<file path="config.mk">
export PLATFORM = sky130hd
export DESIGN_NAME = bck_slot_scheduler
export DESIGN_NICKNAME = d
export VERILOG_FILES = /design/src/rtl/bck_slot_scheduler.sv
export SDC_FILE = /design/constraint.sdc
export NUM_CORES = 1
export LEC_CHECK = 0
export CAP_MARGIN = 20
export CORE_UTILIZATION = 35
export DETAILED_ROUTE_END_ITERATION = 7
export GPL_TIMING_DRIVEN = 1
export PLACE_DENSITY = 0.65
export SYNTH_ARGS = -nofsm -noshare
export SYNTH_HDL_FRONTEND = slang
export SYNTH_SLANG_ARGS = --single-unit
</file>
<file path="constraint.sdc">
create_clock -name clk -period 3.5 [get_ports clk]
set_clock_uncertainty 0.1 [all_clocks]
set_input_delay 0.525 -clock clk [delete_from_list [all_inputs] [get_ports clk]]
set_output_delay 0.525 -clock clk [all_outputs]
set_load 0.03 [all_outputs]
</file>
<file path="src/rtl/bck_slot_scheduler.sv">
// Backward-extension token scheduler: shares the stage-1 pipeline among up to 2**SLOT_W reads,
// issuing one BCK_INI then BCK_RUN tokens per read round-robin, retiring on last_one_read.
module bck_slot_scheduler #(
  parameter int unsigned SLOT_W         = 2,
  parameter int unsigned READ_NUM_WIDTH = 8
) (
  input  logic                      clk,
  input  logic                      rst,
  input  logic                      stall,
  input  logic                      req_valid,
  input  logic [READ_NUM_WIDTH-1:0] req_read_num,
  output logic                      req_ready,
  output logic [5:0]                issue_status,
  output logic [SLOT_W-1:0]         issue_slot,
  output logic [READ_NUM_WIDTH-1:0] issue_read,
  input  logic                      ret_valid,
  input  logic [SLOT_W-1:0]         ret_slot,
  input  logic                      ret_last,
  output logic                      done_valid,
  output logic [READ_NUM_WIDTH-1:0] done_read,
  output logic                      busy
);

  localparam int unsigned NSLOT   = 1 << SLOT_W;
  localparam logic [5:0]  ST_INI  = 6'b00_1000;
  localparam logic [5:0]  ST_RUN  = 6'b01_0000;
  localparam logic [5:0]  ST_BUB  = 6'b00_0000;

  typedef enum logic [1:0] {
    S_FREE,
    S_PEND,
    S_FLY,
    S_RDY
  } slot_state_e;

  slot_state_e               state_q [NSLOT];
  logic [READ_NUM_WIDTH-1:0] id_q    [NSLOT];
  logic [SLOT_W-1:0]         rr_q;

  logic              free_found;
  logic [SLOT_W-1:0] free_idx;
  logic              pick_found;
  logic [SLOT_W-1:0] pick_idx;
  logic [SLOT_W-1:0] scan_idx;
  logic              ret_hit;

  always_comb begin
    free_found = 1'b0;
    free_idx   = '0;
    busy       = 1'b0;
    for (int unsigned i = 0; i < NSLOT; i++) begin
      if (state_q[i] != S_FREE) begin
        busy = 1'b1;
      end else if (!free_found) begin
        free_found = 1'b1;
        free_idx   = SLOT_W'(i);
      end
    end
    req_ready = free_found;
  end

  // Scan starts at the round-robin pointer; SLOT_W-bit addition wraps modulo slot count.
  always_comb begin
    pick_found = 1'b0;
    pick_idx   = '0;
    scan_idx   = '0;
    for (int unsigned k = 0; k < NSLOT; k++) begin
      scan_idx = rr_q + SLOT_W'(k);
      if (!pick_found && (state_q[scan_idx] == S_PEND || state_q[scan_idx] == S_RDY)) begin
        pick_found = 1'b1;
        pick_idx   = scan_idx;
      end
    end
  end

  assign ret_hit = ret_valid && (state_q[ret_slot] == S_FLY);

  // Admission targets a FREE slot, issue a PEND/RDY slot, return a FLY slot: never the same one.
  always_ff @(posedge clk) begin
    if (!rst) begin
      for (int unsigned i = 0; i < NSLOT; i++) begin
        state_q[i] <= S_FREE;
        id_q[i]    <= '0;
      end
      rr_q         <= '0;
      issue_status <= ST_BUB;
      issue_slot   <= '0;
      issue_read   <= '0;
      done_valid   <= 1'b0;
      done_read    <= '0;
    end else begin
      if (req_valid && free_found) begin
        state_q[free_idx] <= S_PEND;
        id_q[free_idx]    <= req_read_num;
      end
      if (stall) begin
        done_valid <= 1'b0;
      end else begin
        if (pick_found) begin
          state_q[pick_idx] <= S_FLY;
          issue_status      <= (state_q[pick_idx] == S_PEND) ? ST_INI : ST_RUN;
          issue_slot        <= pick_idx;
          issue_read        <= id_q[pick_idx];
          rr_q              <= pick_idx + 1'b1;
        end else begin
          issue_status <= ST_BUB;
          issue_slot   <= '0;
          issue_read   <= '0;
        end
        if (ret_hit && ret_last) begin
          state_q[ret_slot] <= S_FREE;
          done_valid        <= 1'b1;
          done_read         <= id_q[ret_slot];
        end else begin
          done_valid <= 1'b0;
          if (ret_hit) begin
            state_q[ret_slot] <= S_RDY;
          end
        end
      end
    end
  end

endmodule

</file>
### Word-level counts from Yosys, hierarchy flattened

Memories as Yosys holds them, arrays and structs flattened. A register that Yosys moved wholly into a read port is not among the register bits.
Index checks and enable logic that the tools add are counted.

| storage, ports and cells | value |
|---|---|
| output and inout bits | 27 |
| memory bits (writable) | 40 |
| bits of input ports | 16 |
| memories kept | 2 |
| bits in registers | 19 |

Memory list:

| memory | depth | bits a word | rd ports | clocked after memory_dff | write ports | line | RTL |
|---|---|---|---|---|---|---|---|
| id_q | 4 | 8 | 2 | 1 | 4 | 37 | `logic [READ_NUM_WIDTH-1:0] id_q [NSLOT];` |
| state_q | 4 | 2 | 10 | 1 | 4 | 36 | `slot_state_e state_q [NSLOT];` |

| operators by class | value |
|---|---|
| reduce and logical (&&, ||, !) cells | 24 |
| bitwise operators | 2 |
| $add $sub $neg | 4 |
| muxes and demuxes | 58 |
| eq/ne operators | 10 |

Operator list:

| kind | count |
|---|---|
| 2-bit 2-to-1 mux | 19 |
| 1-bit 2-to-1 mux | 35 |
| 8-bit 2-to-1 mux | 2 |
| 2-bit by 1-bit == test with 1-bit output, second input constant | 5 |
| 2-bit == test, second input constant | 5 |
| 5-bit 2-to-1 mux | 2 |
| 2-bit nonzero test | 4 |
| 8-bit OR reduction | 1 |
| 1-bit logical AND | 6 |
| 2-bit OR reduction | 3 |
| 2-bit by 1-bit adder with 2-bit output, second input constant | 2 |
| 2-bit adder, second input constant | 2 |
| 1-bit zero test | 4 |
| 1-bit logical OR | 4 |
| 2-bit AND reduction | 2 |
| 1-bit inverter | 1 |
| 1-bit bitwise OR | 1 |

### Longest topological paths before layout

Gate-level depths: netlist of run 1.

| depth | value |
|---|---|
| depth after elaboration | 18 |
| depth in mapped cells | 10 |

### Worst setup path before layout of run 1

No wires, ideal clock.

| timing | value |
|---|---|
| path type | register to register |
| start | memory state_q[0][0] (netlist bit) |
| end | memory state_q[2][0] (netlist bit) (enable) |
| slack | 0.717 ns |
| required time | 3.146 ns |
| cell stages (with the launch flop) | 11 |
| clock period less this slack | 2.783 ns |
| arrival time | 2.429 ns |
| buffers on the path | 1 |
| path through | edfxtp_1 -> buf_2 -> nor4bb_1 -> or4_4 -> or4_4 -> nand2_4 -> inv_2 -> ha_1 -> nand2_1 -> a21boi_1 -> nand2b_1 |

RTL lines:

| element | line |
|---|---|
| from (decl) | 36 |

==> metrics.md, run 1 <==
| Metric | Value |
|---|---|
| Die area | `0.0101 sq mm` |
| Number of max-cap violations | `0` |
| Initial DRC count | `127` |
| Register area | `0.00170 sq mm` |
| Register area share after synthesis | `50.1%` |
| Root Buffer | `clkbuf_8` |
| DRC violations left | `0` |
| Crit path kind | `reg2reg` |
| Final WL | `8210 microns` |
| Setup ws final | `0.277 ns` |
| Die Ht | `101 microns` |
| Hold Startpoint | `issue_slot[1]` |
| Crit path DAT | `3.22 ns` |
| Main area contributors after synthesis | `edfxtp_1 (35%), dfxtp_1 (15%), mux2i_1 (8.8%), mux4_2 (6.6%), and2_1 (6.4%)` |
| Highest clock rate | `0.310 GHz` |
| Seq cells post-synth | `65` |
| Max_slew headroom | `60.6%` |
| Finished Layout Cells | `487` |
| Global-route wire length before repair | `12600 microns` |
| Met2 usage | `28.7%` |
| Port Buffers | `38` |
| Final hold vios | `0` |
| Mux share of post-synthesis cell area | `15.8%` |
| Detail Route Antenna Nets | `0` |
| Pre-CTS worst setup slack | `0.294 ns` |
| Highest cell delay on the worst timing path | `0.57 ns` |
| Fin crit period | `3.22 ns` |
| Gr usage total | `17.0%` |
| R2r setup slk | `0.28 ns` |
| CTS Buf Count | `9` |
| # diodes | `0` |
| Gr busiest metal | `met2` |
| Worst R2R End | `state_q[2][0]` |
| Share of Yosys cell area claimed by the top area cell type | `35.3%` |
| Endpoint class of the critical path | `flip-flop` |
| Synth Area in Simple Gates | `18.9%` |
| Largest family of logic cells by synthesized area | `simple AND/OR/NAND/NOR gates` |
| CP delay by family, top | `simple AND/OR/NAND/NOR gates` |
| Post-Syn Area | `0.00340 sq mm` |
| Async set-reset flop share out of synthesis | `0%` |
| Post-synth EDFFs | `40` |
| Area occupied by multi-input gates | `0.00157 sq mm` |
| Area added between synthesis and finish | `23.2%` |
| Initial antenna violation count | `0` |
| Reg2Reg Depth | `9` |
| RePlAce Congestion | `0.849` |
| Worst Path Required | `3.50 ns` |
| CTS tree | `yes` |
| WHS Endpoint | `issue_slot[1]` |
| # setup viols final | `0` |
| Layout cells sized above 1 | `14.2%` |
| Fillers | `866` |
| Worst skew pair latency | `0.34 ns` |
| Ports | `43` |
| Drt pass-1 iters | `4` |
| Starting Density | `36.4%` |
| WHS | `0.347 ns` |
| Vias/cell | `5.15` |
| Unique cell type count in the Yosys netlist | `48` |
| Commonest cells after routing, fill and taps aside | `edfxtp_1 (40), clkdlybuf4s50_1 (38), and2_1 (35)` |
| Cell taking the most area after synthesis | `edfxtp_1` |
| Core Area | `0.00933 sq mm` |
| Nets | `373` |
| Final-report max-slew violation count | `0` |
| Pleak | `1.57 nW` |
| Critical-path cell list | `and4b_1 -> or4_4 -> or4_4 -> nand2_4 -> inv_2 -> ha_1 -> nand2_1 -> a21boi_1 -> nand2b_1` |
| Setup TNS | `0 ns` |
| CP max-delay cell | `or4_4` |
| Number of core rows | `35` |
| CP startpoint kind | `flip-flop` |
| CP max FO | `13` |
| Avg WL per Cell | `16.9 microns` |
| Most used cell, CP | `or4_4` |
| Synth Area in XOR/XNOR | `0.258%` |
| Inst Count DP | `471` |
| Vias | `2508` |
| WP buf/inv | `1` |
| Commonest non-fill, non-tap cell in the layout | `edfxtp_1` |
| Power per cell area | `641 mW/mm^2` |
| Hold Buf Count CTS | `0` |
| Global-route met1 utilization | `21.5%` |
| Synth Area in Adders | `1.47%` |
| IR drop worst, VDD | `0.256 mV` |
| Status | `complete, no violations` |
| Yosys Warn Count | `0` |
| H-tree depth | `3` |
| Transition time of the tightest slew-check pin | `0.574 ns` |
| RR Startpoint | `state_q[0][0]` |
| Largest net degree at the start of global routing | `14` |
| Cts repair resizes | `0` |
| Routing usage on met3 | `4.51%` |
| Num Clock Sinks | `65` |
| Synth Area in Compound Gates | `9.17%` |
| Die extent in x | `101 microns` |
| Main synth FF type | `edfxtp_1` |
| Worst hold stages | `2` |
| Clock-pin slew on the worst setup and hold paths | `0.08 ns` |
| Setup bufs post-CTS | `0` |
| Final worst path period share | `92.1%` |
| Longest Clk Path Bufs | `2` |
| HPWL after detailed placement | `5960 microns` |
| GRT overflow | `0` |
| Unrepaired setup endpoints after global routing | `false` |
| Cells after Synth | `302` |
| Hold Path Class | `reg2reg` |
| Syn_area_per_cell | `11.3 sq um` |
| Vias in the first global route | `2408` |
==> final cells by class <==
class                   count  share of cell area, %
flip-flops and latches     65                   40.6
multi-input cells         211                   37.4
repair buffers             57                   12.5
well taps                 129                   3.85
clock buffers               9                   2.96
clock inverters             7                   1.88
inverters                   9                  0.807
==> state kept, by name (all words and copies together) (netlist names), named ones only <==
name          count
done_valid        1
state_q           8
id_q             32
issue_slot        2
issue_status      2
rr_q              2
done_read         8
issue_read        8
==> Yosys cell counts, types with 3 or more instances <==
master	count
nand3_1	9
nand2b_1	4
a21oi_1	7
mux2i_1	30
buf_4	4
o221ai_1	8
a32oi_1	3
a31oi_1	4
nand2_1	23
dfxtp_1	25
buf_2	6
o21ai_0	6
nor2b_1	6
clkbuf_1	9
edfxtp_1	40
mux4_2	10
nor2_1	23
and2_1	35
ha_1	4
inv_1	7
==> stage by stage <==
stage	util (%)	instance area, sq um	power (mW)
after floorplan	-	3410	1.75
after global placement	42.7	3990	2.03
after detailed placement	42.7	3990	2.05
after CTS	44.9	4190	2.70
after global routing	44.9	4190	2.83
final	44.9	4190	2.68
==> per-layer routing <==
layer | share of wire [%] | vias to the layer above
met5 | 0 | -
met4 | 1.2 | 0
met3 | 4.8 | 12
met2 | 49 | 65
met1 | 45 | 1219
li1 | - | 1212
==> worst register-to-register path, delay by kind of cell, from the launching register on <==
kind,cells,cell delay [ns]
and+or+nand+nor,6,1.74
DFF,1,0.53
adders and majority gates,1,0.22
AOI/OAI and AO/OA,1,0.20
buffers and inverters,1,0.18
==> cells by family after synthesis <==
kind of cell               Yosys count
and+or+nand+nor                    118
DFF                                 65
AOI/OAI and AO/OA                   43
muxes                               41
buffers and inverters               29
adders and majority gates            4
other                                1
xor gates and xnor gates             1
==> power breakdown <==
group	switching (mW)	internal, mW	total [mW]
clock	0.310	0.334	0.645
combinational	0.564	0.425	0.990
sequential	0.101	0.950	1.05
total	0.975	1.71	2.68
==> how the worst max path moves through the flow <==
stage / endpoint / from / slack [ns] / depth (start not counted)
after floorplan: state_q[2][0] / state_q[0][0] / 0.72 / 10
after global placement: state_q[2][0] / state_q[0][0] / 0.38 / 9
after detailed placement: state_q[2][1] / state_q[0][0] / 0.29 / 9
after CTS: state_q[2][0] / state_q[0][0] / 0.29 / 9
after global routing: state_q[2][1] / state_q[0][0] / 0.11 / 9
final: state_q[2][0] / state_q[0][0] / 0.28 / 9
No activity file was read; power rests on OpenSTA's default activity.
==> inputs of run 2 (changes only) <==
==> constraint.sdc (replaced) <==
create_clock -name clk -period 3.5 [get_ports clk]
set_clock_uncertainty 0.1 [all_clocks]
set_input_delay 0.35 -clock clk [delete_from_list [all_inputs] [get_ports clk]]
set_output_delay 0.35 -clock clk [all_outputs]
set_load 0.03 [all_outputs]
==> metrics.md, run 2 (synthesis results as in run 1) <==
| Metric | Value |
|---|---|
| Worst hold stages | `2` |
| Final WL | `8230 microns` |
| Core Area | `0.00933 sq mm` |
| Final worst path period share | `91.1%` |
| Initial DRC count | `129` |
| DRC violations left | `0` |
| Placed Area | `0.00398 sq mm` |
| IR drop worst, VDD | `0.291 mV` |
| Hold Buf Count CTS | `0` |
| Vias in the first global route | `2484` |
| Setup TNS | `0 ns` |
| Power per cell area | `636 mW/mm^2` |
| Commonest non-fill, non-tap cell in the layout | `edfxtp_1` |
| Clk pwr share | `23.0%` |
| CP max-delay cell | `or4_4` |
| Clock-pin slew on the worst setup and hold paths | `0.08 ns` |
| Final hold vios | `0` |
| Detail Route Antenna Nets | `0` |
| Cts repair resizes | `0` |
| Avg WL per Cell | `16.9 microns` |
| Root Buffer | `clkbuf_8` |
| Endpoint class of the critical path | `flip-flop` |
| Number of core rows | `35` |
| Nets | `372` |
| Power share of the combinational group | `37.5%` |
| Ports | `43` |
| Vias | `2464` |
| Max FFs per register | `32` |
| HPWL after detailed placement | `5850 microns` |
| Fin crit period | `3.19 ns` |
| Vias/cell | `5.07` |
| CTS tree | `yes` |
| Crit path DAT | `3.19 ns` |
| Launch point of the critical path | `state_q[0][0]` |
| Die extent in x | `101 microns` |
| Num Clock Sinks | `65` |
| Setup ws final | `0.310 ns` |
| Number of max-cap violations | `0` |
| Worst skew pair latency | `0.34 ns` |
| CP max FO | `13` |
| Sw Pwr | `0.998 mW` |
| Transition time of the tightest slew-check pin | `0.727 ns` |
| Pre-CTS worst setup slack | `0.326 ns` |
| Critical-path cell list | `and4b_1 -> or4_4 -> or4_4 -> nand2_4 -> inv_2 -> ha_1 -> nand2_1 -> a21boi_1 -> nand2b_1` |
| R2r setup slk | `0.31 ns` |
| Pleak | `1.56 nW` |
| Status | `complete, no violations` |
| # setup viols final | `0` |
| Hold Path Class | `reg2reg` |
| Highest cell delay on the worst timing path | `0.58 ns` |
| Largest net degree at the start of global routing | `15` |
| Commonest cells after routing, fill and taps aside | `edfxtp_1 (40), clkdlybuf4s50_1 (38), and2_1 (35)` |
| Power, Total | `2.65 mW` |
| Worst R2R End | `state_q[2][0]` |
| Setup bufs post-CTS | `0` |
| Starting Density | `36.4%` |
| Final Instance Area | `0.00416 sq mm` |
| H-tree depth | `3` |
| Initial antenna violation count | `0` |
| WHS | `0.338 ns` |
| Highest clock rate | `0.313 GHz` |
| Longest Clk Path Bufs | `2` |
| Worst Path Required | `3.50 ns` |
| Unrepaired setup endpoints after global routing | `false` |
| RR Startpoint | `state_q[0][0]` |
| Die Ht | `101 microns` |
| Switching Share | `37.7%` |
| Reg with most FFs | `id_q` |
| Reg power frac | `39.6%` |
| Port Buffers | `38` |
| Crit path kind | `reg2reg` |
| Global-route wire length before repair | `13000 microns` |
| Reg2Reg Depth | `9` |
| Worst setup path end | `state_q[2][0]` |
| CTS Buf Count | `9` |
| Area added between synthesis and finish | `22.5%` |
| Gr usage total | `17.5%` |
| Layout cells sized above 1 | `14.0%` |
| # diodes | `0` |
| Max_slew headroom | `51.4%` |
| Drt pass-1 iters | `5` |
| Power Internal | `1.65 mW` |
| Most used cell, CP | `or4_4` |
| CP startpoint kind | `flip-flop` |
| Die area | `0.0101 sq mm` |
| RePlAce Congestion | `0.915` |
| GRT overflow | `0` |
| Final-report max-slew violation count | `0` |
==> run 2: how the worst min path moves through the flow <==
stage | start | end | slack [ns]
finish | issue_slot[1] | issue_slot[1] | 0.34
global route | issue_slot[1] | issue_slot[1] | 0.36
CTS | issue_slot[1] | issue_slot[1] | 0.34
detailed placement | issue_slot[1] | issue_slot[1] | 0.33
global placement | issue_slot[1] | issue_slot[1] | 0.33
floorplan | stall | issue_slot[0] | 0.39
==> run 2: area by class of cell <==
type                       instances  area [sq um]
multi-input combinational        211          1570
inverter                           9          33.8
tap                              129           161
clock inverter                     7          61.3
fill                             869          5160
sequential                        65          1700
timing repair buffer              56           515
clock buffer                       9           124
==> run 2: power by group through the flow <==
| stage | sequential [mW] | combinational, mW | clock [mW] |
|---|---|---|---|
| 6_report | 1.05 | 0.991 | 0.608 |
| 5_1_grt | 1.07 | 1.07 | 0.648 |
| 2_1_floorplan | 1.12 | 0.627 | 0 |
| 4_1_cts | 1.05 | 0.996 | 0.617 |
| 3_5_place_dp | 1.06 | 0.992 | 0 |
| 3_3_place_gp | 1.06 | 0.980 | 0 |
==> run 2: worst max-delay path: cells and delay by family, from the launching register on <==
kind	cells	cell delay (ns)
and+or+nand+nor	6	1.73
buffers and inverters	1	0.17
DFF	1	0.53
AOI/OAI and AO/OA	1	0.20
adders and majority gates	1	0.21
==> run 2: per-layer routing <==
layer | vias to the layer above | part of all wire, % | wire length, microns | global-route usage [%]
li1 | 1204 | - | - | -
met1 | 1184 | 44 | 3590 | 22.2
met4 | 0 | 0.91 | 75 | 4.35
met5 | - | 0 | 0 | 0
met3 | 7 | 5.3 | 433 | 3.81
met2 | 69 | 50 | 4140 | 30.2
==> run 2: through the flow <==
stage | instances | utilization [%]
5_1_grt | 486 | 44.6
6_report | 486 | 44.6
3_3_place_gp | 470 | 42.6
3_5_place_dp | 470 | 42.6
4_1_cts | 486 | 44.6
2_1_floorplan | 305 | -
==> inputs of run 3 (changes only) <==
- CORE_ASPECT_RATIO: unset -> 1.25
- GPL_TIMING_DRIVEN: 1 -> unset
==> metrics.md, run 3 (synthesis results as in run 1) <==
| Metric | Value |
|---|---|
| Commonest cells after routing, fill and taps aside | `edfxtp_1 (40), clkdlybuf4s50_1 (38), and2_1 (35)` |
| # setup viols final | `0` |
| Setup TNS | `0 ns` |
| CTS Buf Count | `9` |
| CP max FO | `13` |
| Placed Area | `0.00394 sq mm` |
| Switching Share | `34.0%` |
| Area added between synthesis and finish | `25.3%` |
| Vias in the first global route | `2473` |
| CTS tree | `yes` |
| Port Buffers | `38` |
| # diodes | `0` |
| Starting Density | `36.7%` |
| Pleak | `1.61 nW` |
| DRC violations left | `0` |
| Clk pwr share | `31.4%` |
| Highest clock rate | `0.315 GHz` |
| Clock-pin slew on the worst setup and hold paths | `0.06 ns` |
| Status | `complete, no violations` |
| Detail Route Antenna Nets | `0` |
| Die Ht | `112 microns` |
| Largest net degree at the start of global routing | `14` |
| Power per cell area | `697 mW/mm^2` |
| Final WL | `8430 microns` |
| IR drop worst, VDD | `0.286 mV` |
| GRT overflow | `0` |
| Transition time of the tightest slew-check pin | `0.549 ns` |
| Root Buffer | `clkbuf_16` |
| Initial antenna violation count | `0` |
| Commonest non-fill, non-tap cell in the layout | `edfxtp_1` |
| Hold Path Class | `reg2reg` |
| Final worst path period share | `90.8%` |
| Num Clock Sinks | `65` |
| Reg with most FFs | `id_q` |
| Number of max-cap violations | `0` |
| Power share of the combinational group | `33.1%` |
| Max_slew headroom | `62.3%` |
| Final Instance Area | `0.00426 sq mm` |
| HPWL after detailed placement | `5940 microns` |
| Gr usage total | `17.4%` |
| Die area | `0.0101 sq mm` |
| Fin crit period | `3.18 ns` |
| Unrepaired setup endpoints after global routing | `false` |
| Final-report max-slew violation count | `0` |
| Vias | `2526` |
| Die extent in x | `90.1 microns` |
| Drt pass-1 iters | `4` |
| Number of core rows | `39` |
| Hold Buf Count CTS | `0` |
| Nets | `368` |
| Power Internal | `1.96 mW` |
| Core Area | `0.00927 sq mm` |
| Final hold vios | `0` |
| CP startpoint kind | `flip-flop` |
| Reg power frac | `35.5%` |
| Ports | `43` |
| Layout cells sized above 1 | `13.0%` |
| Setup bufs post-CTS | `0` |
| Global-route wire length before repair | `13100 microns` |
| Initial DRC count | `135` |
| Max FFs per register | `32` |
| Endpoint class of the critical path | `flip-flop` |
| Worst skew pair latency | `0.33 ns` |
| RePlAce Congestion | `0.807` |
| Vias/cell | `5.31` |
| Sw Pwr | `1.01 mW` |
| Longest Clk Path Bufs | `2` |
| Avg WL per Cell | `17.7 microns` |
| H-tree depth | `3` |
| Crit path kind | `reg2reg` |
| Cts repair resizes | `0` |
| Crit path DAT | `3.16 ns` |
| Post-layout util | `45.9%` |
| Worst Path Required | `3.48 ns` |
==> run 3: cell types whose count changed in the layout (fill, tap and decap cells not counted), moves of 2 or more <==
cell | before | now
clkbuf_8 | 9 | 1
clkbuf_16 | 0 | 11
inv_6 | 3 | 1
buf_4 | 18 | 14
==> run 3: metal layers <==
layer,vias up,track usage (%),part of all wire (%)
li1,1197,-,-
met5,-,0,0
met2,69,32.3,54
met3,15,2.71,3.5
met1,1245,19.1,40
met4,0,8.39,2.3
==> run 3: critical path: stages (launching register included) <==
cell	delay, ns
edfxtp_1	0.51
and4b_1	0.25
or4_4	0.57
or4_4	0.51
nand2_4	0.21
inv_2	0.17
ha_1	0.21
nand2_1	0.07
a21boi_1	0.21
nand2b_1	0.11
==> run 3: power groups by stage <==
stage	Clock, mW	Combinational, mW	Sequential (mW)
after global routing	0.979	1.06	1.07
after CTS	0.944	0.983	1.05
final	0.932	0.982	1.05
after global placement	0	0.967	1.06
after detailed placement	0	0.980	1.07
after floorplan	0	0.627	1.12
==> run 3: final cells by class <==
cell class,instances,area [sq um]
multi-input combinational,211,1570
fill,859,5010
timing repair buffer,52,485
tap,123,154
clock inverter,4,30.0
inverter,9,33.8
sequential,65,1700
clock buffer,12,289
==> run 3: worst paths after layout <==
check / start / endpoint / cells past startpoint / slack (ns)
max: state_q[0][0] / state_q[2][0] / 9 / 0.32
min: issue_slot[1] / issue_slot[1] / 2 / 0.33
min reg2reg: issue_slot[1] / issue_slot[1] / 2 / 0.33
max reg2reg: state_q[0][0] / state_q[2][0] / 9 / 0.32
==> run 3: through the flow <==
stage	setup WS (ns)	std cells	hold WS (ns)	total power, mW
after floorplan	0.717	305	0.390	1.75
after global placement	0.415	460	0.329	2.03
final	0.321	476	0.333	2.97
after CTS	0.348	476	0.340	2.98
after detailed placement	0.346	460	0.332	2.05
after global routing	0.186	476	0.352	3.10
